==> src/rtl/pc_gen_pkg.sv <==
// pc_gen_pkg: shared constants for the fetch-stage program-counter slice.
// It holds the control-level encodings used across the fetch logic and the
// state encodings of the pc generator. These are plain localparams so that
// older code comparing against raw bit values stays compatible.
package pc_gen_pkg;

  // Control-level encodings
  localparam logic RST_ENABLE   = 1'b1;
  localparam logic CHIP_ENABLE  = 1'b1;
  localparam logic CHIP_DISABLE = 1'b0;
  localparam logic NO_STOP      = 1'b0;
  localparam logic BRANCH       = 1'b1;

  // pc generator states: start-up (ce low) and run (ce high)
  localparam logic [0:0] ST_START = 1'b0;
  localparam logic [0:0] ST_RUN   = 1'b1;

endpackage

==> src/rtl/pc_gen_if.sv <==
// pc_gen_if: fetch-side bundle between the pc generator and its environment.
//   stall                   pipeline stall vector (bit 0 freezes pc)
//   imem_ready_i            instruction memory accepts the current pc
//   branch_flag_i/_target   branch redirect from ID
//   flush_i/flush_target_i  exception/flush redirect (highest priority)
//   pc, ce                  registered fetch address and chip enable
//   redirect_pending_o      a buffered branch target is waiting
//   misalign_o              one-cycle pulse after a misaligned target load
// Modport master is the pc generator; slave is the surrounding pipeline.
interface pc_gen_if #(
  parameter int ADDR_W  = 32,
  parameter int STALL_W = 6
);
  import pc_gen_pkg::*;

  logic [STALL_W-1:0] stall;
  logic               imem_ready_i;
  logic               branch_flag_i;
  logic [ADDR_W-1:0]  branch_target_address_i;
  logic               flush_i;
  logic [ADDR_W-1:0]  flush_target_i;
  logic [ADDR_W-1:0]  pc;
  logic               ce;
  logic               redirect_pending_o;
  logic               misalign_o;

  modport master (
    input  stall, imem_ready_i, branch_flag_i, branch_target_address_i,
           flush_i, flush_target_i,
    output pc, ce, redirect_pending_o, misalign_o
  );

  modport slave (
    output stall, imem_ready_i, branch_flag_i, branch_target_address_i,
           flush_i, flush_target_i,
    input  pc, ce, redirect_pending_o, misalign_o
  );

endinterface

==> src/rtl/pc_redirect_buf.sv <==
// pc_redirect_buf: one-entry holder for a branch target that arrived while
// fetch could not advance.
//   clk, rst     clock and synchronous active-high reset
//   capture      store load_target and mark the entry valid (overwrites)
//   clear        drop the entry; wins over capture
//   load_target  target to store
//   valid        registered: an entry is held
//   target       registered: the held target (raw, not yet aligned)
module pc_redirect_buf
  import pc_gen_pkg::*;
#(
  parameter int ADDR_W = 32
) (
  input  logic              clk,
  input  logic              rst,
  input  logic              capture,
  input  logic              clear,
  input  logic [ADDR_W-1:0] load_target,
  output logic              valid,
  output logic [ADDR_W-1:0] target
);

  logic              valid_r;
  logic [ADDR_W-1:0] target_r;

  // Entry state: clear dominates, capture overwrites any older target
  always_ff @(posedge clk) begin
    if (rst == RST_ENABLE) begin
      valid_r  <= 1'b0;
      target_r <= '0;
    end else if (clear) begin
      valid_r  <= 1'b0;
      target_r <= target_r;
    end else if (capture) begin
      valid_r  <= 1'b1;
      target_r <= load_target;
    end else begin
      valid_r  <= valid_r;
      target_r <= target_r;
    end
  end

  assign valid  = valid_r;
  assign target = target_r;

endmodule

==> src/rtl/pc_gen.sv <==
// pc_gen: parametrised program-counter generator for the fetch stage.
//   clk, rst  clock and synchronous active-high reset
//   bus       pc_gen_if master: stall/ready, branch and flush redirects in;
//             registered pc, ce, redirect_pending_o and misalign_o out
// After reset ce rises one edge later with pc at RESET_VECTOR. In run state
// the next pc is chosen by flush > live branch > buffered branch > sequential
// step > hold. A branch seen while fetch cannot advance is parked in
// pc_redirect_buf and applied on the next advancing edge.
module pc_gen
  import pc_gen_pkg::*;
#(
  parameter int              ADDR_W       = 32,
  parameter logic [ADDR_W-1:0] RESET_VECTOR = '0,
  parameter int              STEP         = 4,
  parameter int              STALL_W      = 6,
  parameter int              ALIGN_BITS   = 2
) (
  input logic      clk,
  input logic      rst,
  pc_gen_if.master bus
);

  // Low target bits that must be zero; all-zero mask disables the check
  localparam logic [ADDR_W-1:0] LOW_MASK =
    (ADDR_W)'((64'd1 << ALIGN_BITS) - 64'd1);

  logic [0:0]        state_r;
  logic [ADDR_W-1:0] pc_r;
  logic              ce_r;
  logic              misalign_r;

  logic              run_s;
  logic              adv_s;
  logic              branch_s;
  logic              apply_s;
  logic [ADDR_W-1:0] target_s;
  logic [ADDR_W-1:0] next_pc_s;
  logic              target_mis_s;
  logic              buf_capture_s;
  logic              buf_clear_s;
  logic              buf_valid_s;
  logic [ADDR_W-1:0] buf_target_s;
  logic              unused_stall_s;

  // Only stall[0] matters here; the remaining bits belong to later stages
  assign unused_stall_s = ^bus.stall;

  assign run_s    = (state_r == ST_RUN);
  assign adv_s    = (bus.stall[0] == NO_STOP) & bus.imem_ready_i;
  assign branch_s = (bus.branch_flag_i == BRANCH);

  // Park a branch only when it cannot be applied now and no flush overrides
  // it. Any flush, or any advancing edge, consumes or supersedes the entry.
  assign buf_capture_s = run_s & ~adv_s & branch_s & ~bus.flush_i;
  assign buf_clear_s   = run_s & (bus.flush_i | (adv_s & (branch_s | buf_valid_s)));

  pc_redirect_buf #(
    .ADDR_W (ADDR_W)
  ) u_redirect_buf (
    .clk         (clk),
    .rst         (rst),
    .capture     (buf_capture_s),
    .clear       (buf_clear_s),
    .load_target (bus.branch_target_address_i),
    .valid       (buf_valid_s),
    .target      (buf_target_s)
  );

  // Redirect target selection in priority order
  always_comb begin
    apply_s  = 1'b0;
    target_s = '0;
    if (bus.flush_i) begin
      apply_s  = 1'b1;
      target_s = bus.flush_target_i;
    end else if (adv_s & branch_s) begin
      apply_s  = 1'b1;
      target_s = bus.branch_target_address_i;
    end else if (adv_s & buf_valid_s) begin
      apply_s  = 1'b1;
      target_s = buf_target_s;
    end else begin
      apply_s  = 1'b0;
      target_s = '0;
    end
  end

  // Misalignment is judged on the target actually being applied
  assign target_mis_s = |(target_s & LOW_MASK);

  // Next pc: aligned redirect, sequential step (wraps naturally) or hold
  always_comb begin
    next_pc_s = pc_r;
    if (apply_s) begin
      next_pc_s = target_s & ~LOW_MASK;
    end else if (adv_s) begin
      next_pc_s = pc_r + (ADDR_W)'(STEP);
    end else begin
      next_pc_s = pc_r;
    end
  end

  // State, pc, ce and misalign pulse registers
  always_ff @(posedge clk) begin
    if (rst == RST_ENABLE) begin
      state_r    <= ST_START;
      pc_r       <= RESET_VECTOR;
      ce_r       <= CHIP_DISABLE;
      misalign_r <= 1'b0;
    end else begin
      case (state_r)
        ST_START: begin
          // Redirects are ignored until the first fetch is enabled
          state_r    <= ST_RUN;
          pc_r       <= pc_r;
          ce_r       <= CHIP_ENABLE;
          misalign_r <= 1'b0;
        end
        ST_RUN: begin
          state_r    <= ST_RUN;
          pc_r       <= next_pc_s;
          ce_r       <= CHIP_ENABLE;
          misalign_r <= apply_s & target_mis_s;
        end
        default: begin
          state_r    <= ST_START;
          pc_r       <= RESET_VECTOR;
          ce_r       <= CHIP_DISABLE;
          misalign_r <= 1'b0;
        end
      endcase
    end
  end

  assign bus.pc                 = pc_r;
  assign bus.ce                 = ce_r;
  assign bus.redirect_pending_o = buf_valid_s;
  assign bus.misalign_o         = misalign_r;

endmodule
==> src/flat_wrapper.sv <==
// flat-port wrapper written by rule: the top's interface ports become plain ports
module pc_gen_flat import pc_gen_pkg::*;
#(
  parameter int              ADDR_W       = 32,
  parameter logic [ADDR_W-1:0] RESET_VECTOR = '0,
  parameter int              STEP         = 4,
  parameter int              STALL_W      = 6,
  parameter int              ALIGN_BITS   = 2
)
  (clk, rst, bus_stall, bus_imem_ready_i, bus_branch_flag_i, bus_branch_target_address_i, bus_flush_i, bus_flush_target_i, bus_pc, bus_ce, bus_redirect_pending_o, bus_misalign_o);
  pc_gen_if #(.ADDR_W(ADDR_W), .STALL_W(STALL_W)) bus_i ();
  input logic clk;
  input logic rst;
  input wire logic [$bits(bus_i.stall)-1:0] bus_stall;
  input wire logic [$bits(bus_i.imem_ready_i)-1:0] bus_imem_ready_i;
  input wire logic [$bits(bus_i.branch_flag_i)-1:0] bus_branch_flag_i;
  input wire logic [$bits(bus_i.branch_target_address_i)-1:0] bus_branch_target_address_i;
  input wire logic [$bits(bus_i.flush_i)-1:0] bus_flush_i;
  input wire logic [$bits(bus_i.flush_target_i)-1:0] bus_flush_target_i;
  output wire logic [$bits(bus_i.pc)-1:0] bus_pc;
  output wire logic [$bits(bus_i.ce)-1:0] bus_ce;
  output wire logic [$bits(bus_i.redirect_pending_o)-1:0] bus_redirect_pending_o;
  output wire logic [$bits(bus_i.misalign_o)-1:0] bus_misalign_o;
  assign bus_i.stall = bus_stall;
  assign bus_i.imem_ready_i = bus_imem_ready_i;
  assign bus_i.branch_flag_i = bus_branch_flag_i;
  assign bus_i.branch_target_address_i = bus_branch_target_address_i;
  assign bus_i.flush_i = bus_flush_i;
  assign bus_i.flush_target_i = bus_flush_target_i;
  assign bus_pc = bus_i.pc;
  assign bus_ce = bus_i.ce;
  assign bus_redirect_pending_o = bus_i.redirect_pending_o;
  assign bus_misalign_o = bus_i.misalign_o;
  pc_gen #(.ADDR_W(ADDR_W), .RESET_VECTOR(RESET_VECTOR), .STEP(STEP), .STALL_W(STALL_W), .ALIGN_BITS(ALIGN_BITS)) u_core (.clk(clk), .rst(rst), .bus(bus_i));
endmodule
==> config.mk <==
export PLATFORM = sky130hd
export DESIGN_NAME = pc_gen_flat
export DESIGN_NICKNAME = d
export VERILOG_FILES = /design/src/rtl/pc_gen_pkg.sv /design/src/rtl/pc_gen_if.sv /design/src/rtl/pc_redirect_buf.sv /design/src/rtl/pc_gen.sv /design/src/flat_wrapper.sv
export SDC_FILE = /design/constraint.sdc
export NUM_CORES = 1
export LEC_CHECK = 0
export CORE_MARGIN = 3
export CORE_UTILIZATION = 30
export DETAILED_ROUTE_END_ITERATION = 12
export GPL_TIMING_DRIVEN = 1
export PLACE_DENSITY = 0.62
export SYNTH_ARGS = -nofsm -noshare
export SYNTH_HDL_FRONTEND = slang
export SYNTH_SLANG_ARGS = --single-unit
==> constraint.sdc <==
create_clock -name clk -period 2.4 [get_ports clk]
set_clock_uncertainty 0.1 [all_clocks]
set_input_delay 0.48 -clock clk [delete_from_list [all_inputs] [get_ports clk]]
set_output_delay 0.48 -clock clk [all_outputs]
set_load 0.05 [all_outputs]
==> metrics.cfg, run 1 <==
[place]
io_buffer_count=102
placed_cell_area_um2=5200
dpl.hpwl_um=10300
post-place-ws_ns=-0.161
place.gp.congestion=0.835

[final_layout]
nets=694
syn_to_final_growth_pct=49.0
diodes=0
fillCellCount=1169
fin_area_um2=5510
drive_above_1_share_pct=15.4

[clock_tree]
tritoncts=yes
htreeDepth=3
root_buffer=clkbuf_16
hold_buffers=0
cts_buffer_depth=2
insertion_delay_ns=0.33
clock_sinks=65
cts.clk_slew.worst_paths_ns=0.06
cts_inserted_buffers=9

[worst_setup_path]
crit_type=reg2reg
critPathMaxFanout=9
endpoint_kind=register
slowest_delay_ns=0.60
reg2reg_slack_ns=0.11
cp_cell_sequence=nand4_1 -> or4_4 -> or3_4 -> or4_1 -> a31oi_1
startpoint_type=register
required_ns=2.56
critPathArrivalTime_ns=2.45
slowest_stage=or4_4
path_delay_family=simple AND/OR/NAND/NOR gates
crit_buf_inv=0

[detailed_routing]
wl_per_cell_um=18.3
drt_iter0_drc=469
route.detailed.drc=0
wl_um=14000
vias=4323
viasPerCell=5.64
postRouteAntennaNets=0
firstDrtPassIters=5

[synth]
synth_top_area_share_pct=35.2
syn_inst=498
yosys-top-cells-count=nand2_1 (112), dfxtp_1 (65), a21oi_1 (55)
yosys.area.top_type=dfxtp_1
syn_area_um2=3700
yosysSeqAreaShare_pct=35.2
yosys-top-cells-area=dfxtp_1 (35%), nand2_1 (11%), a21oi_1 (7.4%), o21ai_0 (5.6%), clkbuf_1 (3.4%)
yosysWarnings=0
synth_enable_flop_cells=0
avgSynthCellArea_um2=7.42
ys_seq_elements=65
asyncSetResetFlopFracSynth_pct=0
yosysMostFrequentCell=nand2_1
synth-main-ff-cell=dfxtp_1
netlist-cell-type-count=65

[floorplan]
coreArea_um2=11700
die-height_um=117
rows=39
die_x_um=117
start_util_pct=31.6
boundaryPins=110
die_area_um2=13700

[sta]
fin_ws_ns=0.109
fmax_mhz=437
setup_viol_count_final=0
hold_viol=0
worst_pin_slew_ns=0.604
timing.final.max_slew_violations=0
period_share_pct=95.4
min_period_ns=2.29
maxSlewHeadroom_pct=59.7
rsz0062_at_grt=no

[flow_run]
drv_cap=0

[global_route]
grt_pass1_wl_um=21800
grt.overflow.total=0
antenna_found_initial=0
grt_max_degree=46
grtUsageTotal_pct=20.6
grt_pass1_vias=4135

[outcome]
status=finished clean

[power_and_ir_drop]
power_density_nw_per_um2=557
power_leakage_nw=1.89
ir_worst_vdd_mv=0.296

[hold_path]
hp-class=reg2reg

==> power by group <==
group          leakage (nW)  internal (mW)  total (mW)  switching, mW
Sequential            0.536           1.12        1.17         0.0443
Combinational          1.21          0.292       0.649          0.357
Clock                 0.135          0.729        1.25          0.523
==> layer usage <==
| metal | vias up | routed length, µm | track usage (%) |
|---|---|---|---|
| met4 | 0 | 188 | 5.89 |
| met1 | 2014 | 6070 | 27.5 |
| met5 | - | 0 | 0 |
| li1 | 2092 | - | - |
| met3 | 9 | 1160 | 4.22 |
| met2 | 208 | 6610 | 33.8 |
==> logic make-up (layout without fill, tap and decap cells) <==
family,count (synthesis),in the layout,share of synthesized area [%]
AND/OR/NAND/NOR,203,203,26.0
other,1,2,0.101
AO/OA/AOI/OAI,178,178,31.7
multiplexers,4,4,1.12
flip-flops,65,65,35.2
adder cells (fa/ha/maj),1,1,0.338
buffers and inverters,46,170,5.52
==> flip-flops by register name, indices dropped and copies added (netlist names) <==
signal and count:
u_core.run_s 1, u_core.bus.pc 30, u_core.u_redirect_buf.target 32, u_core.u_redirect_buf.valid 1, u_core.bus.misalign_o 1
==> what timing repair did <==
action                                  4_1_cts  5_1_grt
resized for setup                             0        4
setup buffers                                 0        1
endpoints found under the setup margin        0        3
==> layout by cell type, fill, tap and decap left out, types with 3 or more instances in the layout <==
master	instances
clkdlybuf4s50_1	101
nor3_1	13
a221oi_1	8
a31oi_1	6
clkbuf_16	9
a221o_1	8
nor2_1	17
a21oi_1	55
or4_1	3
a21o_1	4
mux2i_1	3
dfxtp_4	3
nor4_1	7
o31ai_1	6
a22o_1	3
nand3_1	15
dfxtp_2	11
nand4_1	5
buf_12	8
a211oi_1	5
inv_1	6
nand2_1	112
dfxtp_1	51
o21ai_0	41
a22oi_1	11
a32o_1	7
and3_1	3
nand3b_1	3
and2_1	4
buf_4	38
==> metrics by stage <==
step                      TNS (ns)  cells  total power [mW]  hold WS (ns)  utilization (%)
after floorplan                  0    499              1.51         0.331                -
after CTS                        0    765              3.09         0.354             46.8
after global placement       -1.85    749              1.83         0.338             44.4
after global routing             0    766              3.19         0.369             47.0
after detailed placement     -1.82    749              1.83         0.346             44.4
final                            0    766              3.07         0.353             47.0
==> final timing paths <==
kind	to	from	depth (start not counted)
min reg2reg	u_core.u_redirect_buf.target[4]	u_core.u_redirect_buf.target[4]	2
max reg2reg	u_core.bus.pc[30]	u_core.bus.pc[12]	5
min	u_core.u_redirect_buf.target[4]	u_core.u_redirect_buf.target[4]	2
max	u_core.bus.pc[30]	u_core.bus.pc[12]	5
==> worst reg2reg max path, delay by kind of cell, from the launching register on <==
family / cells / cell delay [ns]
AOI/OAI and AO/OA: 1 / 0.16
DFF: 1 / 0.38
and+or+nand+nor: 4 / 1.57
==> final cells by class <==
type	instances	area [µm²]	area share [%]
Inverter	6	22.5	0.409
Tap cell	143	179	3.25
Timing Repair Buffer	148	1460	26.5
Clock buffer	10	239	4.34
Multi-Input combinational cell	388	2240	40.6
Sequential cell	65	1330	24.1
Clock inverter	6	42.5	0.772
No activity file was read; power rests on OpenSTA's default activity.
==> inputs of run 2 (changes only) <==
--- a/config.mk
+++ b/config.mk
@@ -9,7 +9,7 @@
 export CORE_UTILIZATION = 30
 export DETAILED_ROUTE_END_ITERATION = 12
 export GPL_TIMING_DRIVEN = 1
-export PLACE_DENSITY = 0.62
+export PLACE_DENSITY = 0.65
 export SYNTH_ARGS = -nofsm -noshare
 export SYNTH_HDL_FRONTEND = slang
 export SYNTH_SLANG_ARGS = --single-unit
==> metrics.cfg, run 2 (synthesis results as in run 1) <==
[clock_tree]
clock_sinks=65  ; unchanged
cts_inserted_buffers=9  ; unchanged
insertion_delay_ns=0.33  ; about the same
htreeDepth=3  ; unchanged
tritoncts=yes
cts_buffer_depth=2  ; unchanged
cts.clk_slew.worst_paths_ns=0.06  ; about the same
root_buffer=clkbuf_16

[final_layout]
instances_no_fill=761  ; -0.65%
fillCellCount=1178  ; +0.77%
nets=689  ; -0.72%
final_common_cell=nand2_1
syn_to_final_growth_pct=46.1
largest_reg_flops=32  ; unchanged
multiInputGateArea_um2=2230  ; -0.50%
utilization_pct=46.1  ; -0.93 points
diodes=0  ; unchanged
seqCellArea_um2=1330  ; unchanged
drive_above_1_share_pct=14.4  ; -1.0 points
final_cell_mix=nand2_1 (112), clkdlybuf4s50_1 (100), a21oi_1 (55)

[hold_path]
min_to=u_core.u_redirect_buf.target[3]
hp-class=reg2reg
hold_depth=2  ; unchanged
min-delay-start=u_core.u_redirect_buf.target[3]

[detailed_routing]
firstDrtPassIters=5  ; unchanged
route.detailed.drc=0  ; unchanged
wl_um=13400  ; -4.6%
wl_per_cell_um=17.6  ; -3.9%
vias=4303  ; -0.46%
viasPerCell=5.65  ; +0.19%
drt_iter0_drc=377  ; -20%
postRouteAntennaNets=0  ; unchanged

[floorplan]
boundaryPins=110  ; unchanged
die-height_um=117  ; unchanged
start_util_pct=31.6  ; unchanged
die_area_um2=13700  ; unchanged
rows=39  ; unchanged
die_x_um=117  ; unchanged
coreArea_um2=11700  ; unchanged

[sta]
hold_viol=0  ; unchanged
maxSlewHeadroom_pct=53.5  ; -6.2 points
setup_viol_count_final=0  ; unchanged
fin_ws_ns=0.138  ; +0.0290 ns
period_share_pct=94.2  ; -1.2 points
rsz0062_at_grt=no
timing.final.max_slew_violations=0  ; unchanged
fin_setup_tns_ns=0  ; unchanged
worst_pin_slew_ns=0.695  ; +0.0913 ns
min_period_ns=2.26  ; -0.0290 ns
fmax_mhz=442  ; +1.3%

[worst_setup_path]
reg2reg_depth=5  ; unchanged
critPathArrivalTime_ns=2.41  ; -0.04 ns
critPathMaxFanout=7  ; -2
endpoint_kind=register
rr_endpoint=u_core.bus.pc[30]
required_ns=2.55  ; about the same
worstSetupStartpoint=u_core.bus.pc[11]
reg2reg_slack_ns=0.14  ; +0.03 ns
crit_type=reg2reg
worstReg2RegStart=u_core.bus.pc[11]
startpoint_type=register

[flow_run]
drv_cap=0  ; unchanged

[global_route]
grt_pass1_vias=4038  ; -2.3%
grt_max_degree=40  ; -13%
antenna_found_initial=0  ; unchanged
grtUsageTotal_pct=19.7  ; -0.88 points
grt.overflow.total=0  ; unchanged
grt_pass1_wl_um=21200  ; -2.9%

[power_and_ir_drop]
ir_worst_vdd_mv=0.297  ; +0.65%
power_density_nw_per_um2=566  ; +1.6%
power_mw=3.06  ; -0.45%
power_leakage_nw=1.85  ; -2.1%

[place]
io_buffer_count=102  ; unchanged
dpl.hpwl_um=9990  ; -2.6%
dp_cells=745  ; -0.53%
post-place-ws_ns=-0.183  ; -0.0224 ns
place.gp.congestion=0.860  ; +3.0%

[outcome]
status=finished clean

[run 2: changes by cell type in the layout (fill, tap and decap cells not counted)]
cell and change:
buf_12 -5, clkdlybuf4s50_1 -1, clkinvlp_4 -1, clkinv_2 -1, clkbuf_1 +2, inv_6 -1
clkbuf_8 +2, clkinv_4 -1, nor4_1 +1, nor2_2 +1, nor4_2 -1, buf_4 +1
nor2_4 -1
[run 2: final cells by class]
type,count,area share (%)
Clock buffer,14,5.08
Clock inverter,2,0.232
Inverter,6,0.417
Multi-Input combinational cell,388,41.2
Sequential cell,65,24.6
Tap cell,143,3.31
Timing Repair Buffer,143,25.2
[run 2: routing by layer]
| layer | wire, µm | up-vias | track usage, % |
|---|---|---|---|
| met5 | 0 | - | 0 |
| met2 | 6250 | 200 | 30.8 |
| met1 | 5840 | 1997 | 28.0 |
| met3 | 1000 | 26 | 2.67 |
| met4 | 299 | 0 | 7.03 |
| li1 | - | 2080 | - |
[run 2: how the worst max path moves through the flow]
stage / endpoint / slack, ns
after floorplan: u_core.bus.pc[30] / 0.005
after global placement: u_core.bus.pc[7] / -0.15
after detailed placement: u_core.bus.pc[30] / -0.18
after CTS: u_core.bus.pc[30] / 0.05
after global routing: u_core.bus.pc[31] / 0.005
final: u_core.bus.pc[30] / 0.14
[run 2: report_power, final]
group / switching [mW] / leakage [nW] / internal, mW
sequential: 0.0449 / 0.536 / 1.12
clock: 0.477 / 0.139 / 0.783
combinational: 0.349 / 1.17 / 0.277
total: 0.871 / 1.85 / 2.18
[run 2: stage by stage]
step / area (µm²) / hold WS (ns)
floorplan: 3730 / 0.331
global placement: 5110 / 0.338
detailed placement: 5110 / 0.346
CTS: 5400 / 0.354
global route: 5400 / 0.365
finish: 5400 / 0.351
[run 2: what timing repair did]
item                       CTS  global route
setup endpoints to repair    0             1
gates resized for setup      0             2
hold buffers                 0             0
buffers inserted             0             0
[run 2: critical path, stage by stage, from the launching register on]
cell and delay, ns:
dfxtp_2 0.38, nand4_1 0.16, or4_4 0.56, or3_4 0.43, or4_1 0.40, a31oi_1 0.14
